[src/rtl/sha256_pkg.sv]
// Shared definitions for the SHA-256 block sequencer: state encoding and block geometry.
package sha256_pkg;

  typedef logic [2:0] state_t;

  localparam state_t ST_IDLE    = 3'd0;
  localparam state_t ST_COLLECT = 3'd1;
  localparam state_t ST_ROUNDS  = 3'd2;
  localparam state_t ST_FINAL   = 3'd3;
  localparam state_t ST_DIGEST  = 3'd4;
  localparam state_t ST_DONE    = 3'd5;

  localparam int BLOCK_BYTES  = 64;
  localparam int BLOCK_WORDS  = 16;
  localparam int NUM_ROUNDS   = 64;
  localparam int DIGEST_BYTES = 32;

endpackage

[src/rtl/sha256_word_assembler.sv]
// Packs a byte stream big-endian into 32-bit words and strobes each completed word
// into the core's W buffer one cycle after its fourth byte.
module sha256_word_assembler
  import sha256_pkg::*;
(
  input  logic        clk,
  input  logic        rst,
  input  logic        clr,
  input  logic        byte_en,
  input  logic [7:0]  in_byte,
  output logic        w_we,
  output logic [3:0]  w_idx,
  output logic [31:0] w_word,
  output logic        blk_done
);

  logic [5:0]  byte_cnt;
  logic [23:0] shreg;

  always_ff @(posedge clk or posedge rst) begin
    if (rst) begin
      byte_cnt <= '0;
      shreg    <= '0;
      w_we     <= 1'b0;
      w_idx    <= '0;
      w_word   <= '0;
      blk_done <= 1'b0;
    end else begin
      w_we     <= 1'b0;
      blk_done <= 1'b0;
      if (clr) begin
        byte_cnt <= '0;
        shreg    <= '0;
      end else if (byte_en) begin
        shreg    <= {shreg[15:0], in_byte};
        byte_cnt <= byte_cnt + 6'd1;
        // shreg holds the three earlier bytes, so the word completes on this byte
        if (byte_cnt[1:0] == 2'd3) begin
          w_we   <= 1'b1;
          w_idx  <= byte_cnt[5:2];
          w_word <= {shreg, in_byte};
        end
        if (byte_cnt == 6'(BLOCK_BYTES - 1))
          blk_done <= 1'b1;
      end
    end
  end

endmodule

[src/rtl/sha256_block_sequencer.sv]
// Collects a padded 64-byte block, sequences the SHA-256 core through 64 rounds and the
// final add, then streams the digest out. Optional collection timeout: SHA_SEQ_TIMEOUT_EN.
module sha256_block_sequencer
  import sha256_pkg::*;
#(
  parameter int TIMEOUT_CYCLES = 100000,
  parameter int TIMEOUT_W      = 17
) (
  input  logic        clk,
  input  logic        rst,
  input  logic [7:0]  in_byte,
  input  logic        in_valid,
  output logic        core_init,
  output logic        core_w_we,
  output logic [3:0]  core_w_idx,
  output logic [31:0] core_w_word,
  output logic        core_round_en,
  output logic [5:0]  core_round_idx,
  output logic        core_final_add,
  output logic [4:0]  core_digest_sel,
  input  logic [7:0]  core_digest_byte,
  output logic [7:0]  tx_byte,
  output logic        tx_valid,
  input  logic        tx_ready,
  output logic        busy,
  output logic        ovf_err
);

  if ((64'd1 << TIMEOUT_W) <= 64'(TIMEOUT_CYCLES)) begin : g_cfg_err
    $error("TIMEOUT_W is too narrow to count TIMEOUT_CYCLES");
  end

  state_t     state, state_nxt;
  logic       blk_done, byte_en, asm_clr, timeout_abort, tx_hs;
  logic [5:0] round_cnt;
  logic [4:0] sel_cnt;

  // The cycle the last word is written, the block is complete; late bytes are overflow.
  assign byte_en = in_valid && ((state == ST_IDLE) || (state == ST_COLLECT && !blk_done));
  assign asm_clr = (state == ST_DONE) || timeout_abort;
  assign tx_hs   = (state == ST_DIGEST) && tx_ready;

  sha256_word_assembler u_asm (
    .clk      (clk),
    .rst      (rst),
    .clr      (asm_clr),
    .byte_en  (byte_en),
    .in_byte  (in_byte),
    .w_we     (core_w_we),
    .w_idx    (core_w_idx),
    .w_word   (core_w_word),
    .blk_done (blk_done)
  );

`ifdef SHA_SEQ_TIMEOUT_EN
  logic [TIMEOUT_W-1:0] gap_cnt;

  always_ff @(posedge clk or posedge rst) begin
    if (rst)
      gap_cnt <= '0;
    else if (state != ST_COLLECT || in_valid)
      gap_cnt <= '0;
    else
      gap_cnt <= gap_cnt + 1'b1;
  end

  assign timeout_abort = (state == ST_COLLECT) && !blk_done && !in_valid &&
                         (gap_cnt == TIMEOUT_W'(TIMEOUT_CYCLES));
`else
  assign timeout_abort = 1'b0;
`endif

  always_ff @(posedge clk or posedge rst) begin
    if (rst) state <= ST_IDLE;
    else     state <= state_nxt;
  end

  always_comb begin
    state_nxt = state;
    case (state)
      ST_IDLE:    if (in_valid) state_nxt = ST_COLLECT;
      ST_COLLECT: begin
        if (blk_done)           state_nxt = ST_ROUNDS;
        else if (timeout_abort) state_nxt = ST_IDLE;
      end
      ST_ROUNDS:  if (round_cnt == 6'(NUM_ROUNDS - 1)) state_nxt = ST_FINAL;
      ST_FINAL:   state_nxt = ST_DIGEST;
      ST_DIGEST:  if (tx_hs && sel_cnt == 5'(DIGEST_BYTES - 1)) state_nxt = ST_DONE;
      ST_DONE:    state_nxt = ST_IDLE;
      default:    state_nxt = ST_IDLE;
    endcase
  end

  always_comb begin
    core_round_en  = (state == ST_ROUNDS);
    core_final_add = (state == ST_FINAL);
    tx_valid       = (state == ST_DIGEST);
    tx_byte        = (state == ST_DIGEST) ? core_digest_byte : 8'h00;
    busy           = (state != ST_IDLE);
  end

  assign core_round_idx  = round_cnt;
  assign core_digest_sel = sel_cnt;

  // Counters saturate at their last value and only clear in DONE.
  always_ff @(posedge clk or posedge rst) begin
    if (rst) begin
      round_cnt <= '0;
      sel_cnt   <= '0;
      core_init <= 1'b0;
      ovf_err   <= 1'b0;
    end else begin
      core_init <= (state == ST_IDLE) && in_valid;
      if (state == ST_DONE)
        round_cnt <= '0;
      else if (state == ST_ROUNDS && round_cnt != 6'(NUM_ROUNDS - 1))
        round_cnt <= round_cnt + 6'd1;
      if (state == ST_DONE)
        sel_cnt <= '0;
      else if (tx_hs && sel_cnt != 5'(DIGEST_BYTES - 1))
        sel_cnt <= sel_cnt + 5'd1;
      if (state == ST_IDLE && in_valid)
        ovf_err <= 1'b0;
      else if ((in_valid && !byte_en) || timeout_abort)
        ovf_err <= 1'b1;
    end
  end

endmodule

[config.mk]
export PLATFORM = sky130hd
export DESIGN_NAME = sha256_block_sequencer
export DESIGN_NICKNAME = d
export VERILOG_FILES = /design/src/rtl/sha256_pkg.sv /design/src/rtl/sha256_word_assembler.sv /design/src/rtl/sha256_block_sequencer.sv
export SDC_FILE = /design/constraint.sdc
export NUM_CORES = 1
export LEC_CHECK = 0
export BUFFER_PORTS_ARGS = -buffer_cell sky130_fd_sc_hd__buf_2
export CORE_MARGIN = 2
export CORE_UTILIZATION = 49
export CTS_CLUSTER_SIZE = 24
export DETAILED_ROUTE_END_ITERATION = 7
export GPL_TIMING_DRIVEN = 0
export PLACE_DENSITY_LB_ADDON = 0.25
export SYNTH_ARGS = -nofsm -noshare
export SYNTH_HDL_FRONTEND = slang
export SYNTH_SLANG_ARGS = --single-unit
export TNS_END_PERCENT = 20
[constraint.sdc]
create_clock -name clk -period 2.4 [get_ports clk]
set_input_delay 0.24 -clock clk [delete_from_list [all_inputs] [get_ports clk]]
set_output_delay 0.24 -clock clk [all_outputs]
set_load 0.02 [all_outputs]
; ---- After elaboration in Yosys (flattened, before gate mapping)
; Cells that the tools add are included.
[totals]
regBits = 84
in_bits = 20
out_inout_bits = 62
elab_cells = 71
[op_classes]
add_sub_neg = 3
n_eq_ne = 15
n_mux = 22
n_bitwise = 1
n_reduce_logical = 19
[ops]
columns = operator, count
row1 = 2-to-1 mux 24 bit, 2
row2 = 2-to-1 mux 6 bit, 4
row3 = case mux 3 bit (5 select lines), 1
row4 = adder 6 x 1 -> 6 bit (second input constant), 2
row5 = == test 6 bit (second input constant), 2
row6 = 2-to-1 mux 3 bit, 4
row7 = 2-to-1 mux 5 bit, 2
row8 = logical AND 1 bit, 8
row9 = 2-to-1 mux 1 bit, 8
row10 = 2-to-1 mux 8 bit, 1
row11 = nonzero test 2 bit, 4
row12 = == test 3 x 2 -> 1 bit (second input constant), 2
row13 = == test 3 bit (second input constant), 2
row14 = inequality test 2 x 1 -> 1 bit (second input constant), 3
row15 = inequality test 6 bit (second input constant), 1
row16 = adder 5 x 1 -> 5 bit (second input constant), 1
row17 = == test 5 bit (second input constant), 1
row18 = inequality test 5 bit (second input constant), 1
row19 = AND reduction 4 bit, 1
row20 = == test 3 x 1 -> 1 bit (second input constant), 1
row21 = zero test 3 bit, 1
row22 = AND reduction 3 bit, 1
row23 = nonzero test 3 bit, 1
row24 = == test 2 bit (second input constant), 1
row25 = other kinds (4), 5

; ---- Depth between registers and ports, before layout
[logic_depth]
word_depth = 8
depth_mapped = 6

; ---- By module
; Synthesis repeated with hierarchy kept, for this count alone.
[hier_totals]
hier_cells = 282
area_unflattened_um2 = 3637.2
[by_module_without_submodules]
columns = module, instances, cells_each, area_each_um2, seq_area_each_um2
row1 = sha256_word_assembler, 1, 185, 2720.1, 1701.6
row2 = sha256_block_sequencer, 1, 97, 917.1, 400.4

; ---- Worst setup path after synthesis
; OpenSTA, ideal clock, no wires.
[synth_path]
kind = reg2reg
start = register sel_cnt[0] (netlist: core_digest_sel[0])
end = register sel_cnt[0] (netlist: core_digest_sel[0])
arrival_time_ns = 1.636
setup_slack_ns = 0.687
path_stages_with_launch = 7
path_buffers = 0
path_cell_list = dfrtp_1 -> ha_1 -> and3_1 -> ha_1 -> nand2b_1 -> or3_1 -> a21oi_1
[synth_between]
elab_chain_len = 3
[synth_lines]
columns = item, line
row1 = "start, declared", sha256_block_sequencer.sv:36  ; logic [4:0] sel_cnt;
row2 = "start signal, assigned", sha256_block_sequencer.sv:121  ; sel_cnt <= sel_cnt + 5'd1;
row3 = adder 5 x 1 -> 5 bit or inequality test 5 bit (tied branches), "sha256_block_sequencer.sv:121, sha256_block_sequencer.sv:120"
row4 = 2-to-1 mux 5 bit or logical AND 1 bit (tied branches), sha256_block_sequencer.sv:120  ; else if (tx_hs && sel_cnt != 5'(DIGEST_BYTES - 1))
row5 = 2-to-1 mux 5 bit or nonzero test 2 bit (tied branches), n/a
; Several ways; a longest one is shown, not always the timed one. The select of a mux whose other input is x is not followed.
; A chain may end at the register's enable or synchronous reset.

; ---- Worst setup path in the final report
[layout_path]
start = register state[1]
end = output port tx_byte[4]
[layout_between]
elab_chain_len = 2
[layout_lines]
columns = item, line
row1 = "start, declared", sha256_block_sequencer.sv:33  ; state_t state, state_nxt;
row2 = "start signal, assigned", sha256_block_sequencer.sv:75  ; else state <= state_nxt;
row3 = == test 3 bit, sha256_block_sequencer.sv:98  ; tx_byte = (state == ST_DIGEST) ? core_digest_byte : 8'h00;
row4 = 2-to-1 mux 8 bit, sha256_block_sequencer.sv:98
row5 = "end, declared", sha256_block_sequencer.sv:22  ; output logic [7:0] tx_byte,
; Every way passes these cells.

==> results.md <==
- Xor and xnor area share after synthesis: 0%
- Clock slew at reported path FFs: 80 ps
- Total number of vias: 2,798
- Met3 Usage GRT: 5.008%
- Met1 usage: 29.62%
- Setup TNS: 0 ps
- Cell count after synthesis: 320
- Fin cells: 519
- Pwr/cell area: 1078 nW/um^2
- Final Hold Fails: 0
- Root Driver: clkbuf_8
- Async set-reset flop share out of synthesis: 100.0%
- Worst EP arrival: 1890 ps
- Cell taking the most area after synthesis: dfrtp_1
- CTS Buf Count: 9
- Drt pass-1 iters: 4
- # rows: 31
- GR peak layer: met2
- Via/cell ratio: 5.391
- Final WS setup: 268.2 ps
- Commonest cells post-synth: dfrtp_1 (84), nand2_1 (31), nand3_1 (31)
- Layout cell share with drive strength beyond 1: 36.19%
- Final setup viols: 0
- Worst-case clock buffer depth: 2
- TritonCTS clock tree: yes
- Mapped Nets: 344
- DR DRC count: 0
- Clock H-tree levels: 3
- Final slew viol count: 0
- RSZ-0062 raised after global routing: no
- # diodes: 0
- Period utilisation layout: 88.83%
- Fin nets: 439
- Number of I/O pins: 82
- GPL Wtd Cong: 0.7773
- Avg Inst Size Synth: 11.51 sq um
- Tot GR Track Use: 20.55%
- Met2 Usage GRT: 30.16%
- Synth Area in Compound Gates: 10.13%
- Unique cell type count in the Yosys netlist: 47
- Core area: 7253 sq um
- Worst slew margin: 63.43%
- Final Power: 4.850 mW
- Post-route ant nets: 0
- Mapped Area: 3682 sq um
- Ys flop type: dfrtp_1
- Adder-cell area share of the yosys netlist: 1.359%
- Die span in y: 90.69 um
- Largest family of logic cells by synthesized area: simple AND/OR/NAND/NOR gates
- Critical path data required time: 2160 ps
- Tightest Pin Transition: 547.5 ps
- Most common cell in the netlist: dfrtp_1
- Vias in the first global route: 2,723
- Worst VDD drop: 0.0005526 V
- Critical path class: reg2out
- Clock Skew: 6.470 ps
- Yosys reg bits: 84
- Largest net degree at the start of global routing: 35
- Global-route wire length before repair: 13.52 mm
- Leakage: 2.230 nW
- Initial Utilization: 50.77%
- Grt ovf: 0
- Post-synthesis simple-gate area fraction: 15.49%
- Startpoint Class: flop
- Worst-Skew Late Latency: 350 ps
- Max FO, Critical Path: 10
- P&R area growth vs syn: 22.22%
- Dpl cells: 502
- HPWL after DPL: 5.531 mm
- DIE WIDTH: 90.69 um
- Pre-CTS setup slack: 516.8 ps
- Mux share of post-synthesis cell area: 12.64%
- Status: complete, no violations
- Post-synthesis sequential area ratio: 57.08%
- Synth warn: 0
- Iteration-0 DRC Markers: 138
- EDFF count, synth: 0
- Initial antenna violation count: 0
- FMAX: 0.4691 GHz
- Top cells by area, synth: dfrtp_1 (57%), mux2_2 (8.9%), nand3_1 (4.2%)
- Post-synth top area share: 57.08%
- Max_cap viols: 0
- PortBufs: 81
- WL final: 7.709 mm
- R2R Setup Slk: 530 ps
- Wire per inst: 14.85 um
- Min Tclk post-route: 2132 ps
- HP Class: in2reg
- Endpoint class of the critical path: output port
- Die area: 8225 sq um
- # clock sinks: 84
## kinds of logic after synthesis
logic type	count (synthesis)
simple gates	106
buf+inv	24
mux	42
compound gates	60
flops	84
fa+ha+maj	4
## sequential cells by signal, indices dropped and copies added, names as in the netlist
register	cells
u_asm.byte_cnt	6
u_asm.shreg	24
u_asm.w_idx	4
core_init	1
state	3
ovf_err	1
u_asm.blk_done	1
u_asm.w_we	1
u_asm.w_word	32
core_digest_sel	5
core_round_idx	6
## cell usage in the layout, fill, tap and decap left out, types with 3 or more instances in the layout
cell	instances
mux2_2	29
mux2i_1	6
nand2_1	31
buf_2	87
ha_1	4
nor2_1	3
or3_1	4
inv_1	3
nand3_1	31
nand2b_1	4
dfrtp_1	84
o21ai_0	29
clkbuf_1	9
nor2b_1	3
and3_1	5
clkbuf_8	12
mux2_1	7
buf_4	3
and2_1	8
a21oi_1	12
a311oi_1	3
## per-layer routing
metal	up-vias	wire, um
met4	0	115
met2	81	3632
met1	1371	3542
met5	-	0
met3	11	418
li1	1335	-
## repair_timing
action | 4_1_cts | 5_1_grt
hold buffers | 1 | 0
buffers inserted | 0 | 0
resized for setup | 0 | 0
hold endpoints to repair | 24 | 0
## report_power, final
part | switching (mW) | internal (mW) | leakage, nW
clock network | 0.499 | 0.668 | 0.122
registers | 0.285 | 1.86 | 1.05
logic | 0.875 | 0.662 | 1.06
total | 1.66 | 3.19 | 2.23
## critical path: stages, from the launching register on
cell and delay [ps]:
dfrtp_1 410, buf_4 170, or3b_4 400, inv_1 110, buf_4 150, and2_1 130, buf_2 160
## worst paths after layout
kind                            startpoint           endpoint  cells after the start
setup / recovery                  state[1]         tx_byte[4]                      6
hold / removal                  in_byte[0]    u_asm.w_word[0]                      2
setup reg to reg                  state[2]  u_asm.byte_cnt[4]                      5
hold reg to reg            u_asm.shreg[23]   u_asm.w_word[31]                      1
max in group asynchronous              rst     u_asm.w_idx[3]                      5
min in group asynchronous              rst   u_asm.w_word[14]                      3
## stage by stage
step | hold WS [ps] | cell area (sq um) | utilization [%]
3_5_place_dp | 324.2 | 4255 | 58.67
5_1_grt | 116.1 | 4501 | 62.05
2_1_floorplan | 371.7 | 3686 | -
6_report | 117.7 | 4501 | 62.05
3_3_place_gp | 471.8 | 4215 | 58.12
4_1_cts | 115.3 | 4501 | 62.05
## layout make-up
cell class                 instances  area (sq um)
sequential                        84          2102
clock inverter                     4         70.07
clock buffer                      12         165.2
tap                               99         123.9
fill                             622          2753
multi-input combinational        212          1459
timing repair buffer              84         455.4
buffer                            19         97.59
inverter                           5         27.53
(Power assumes the default switching activity.)
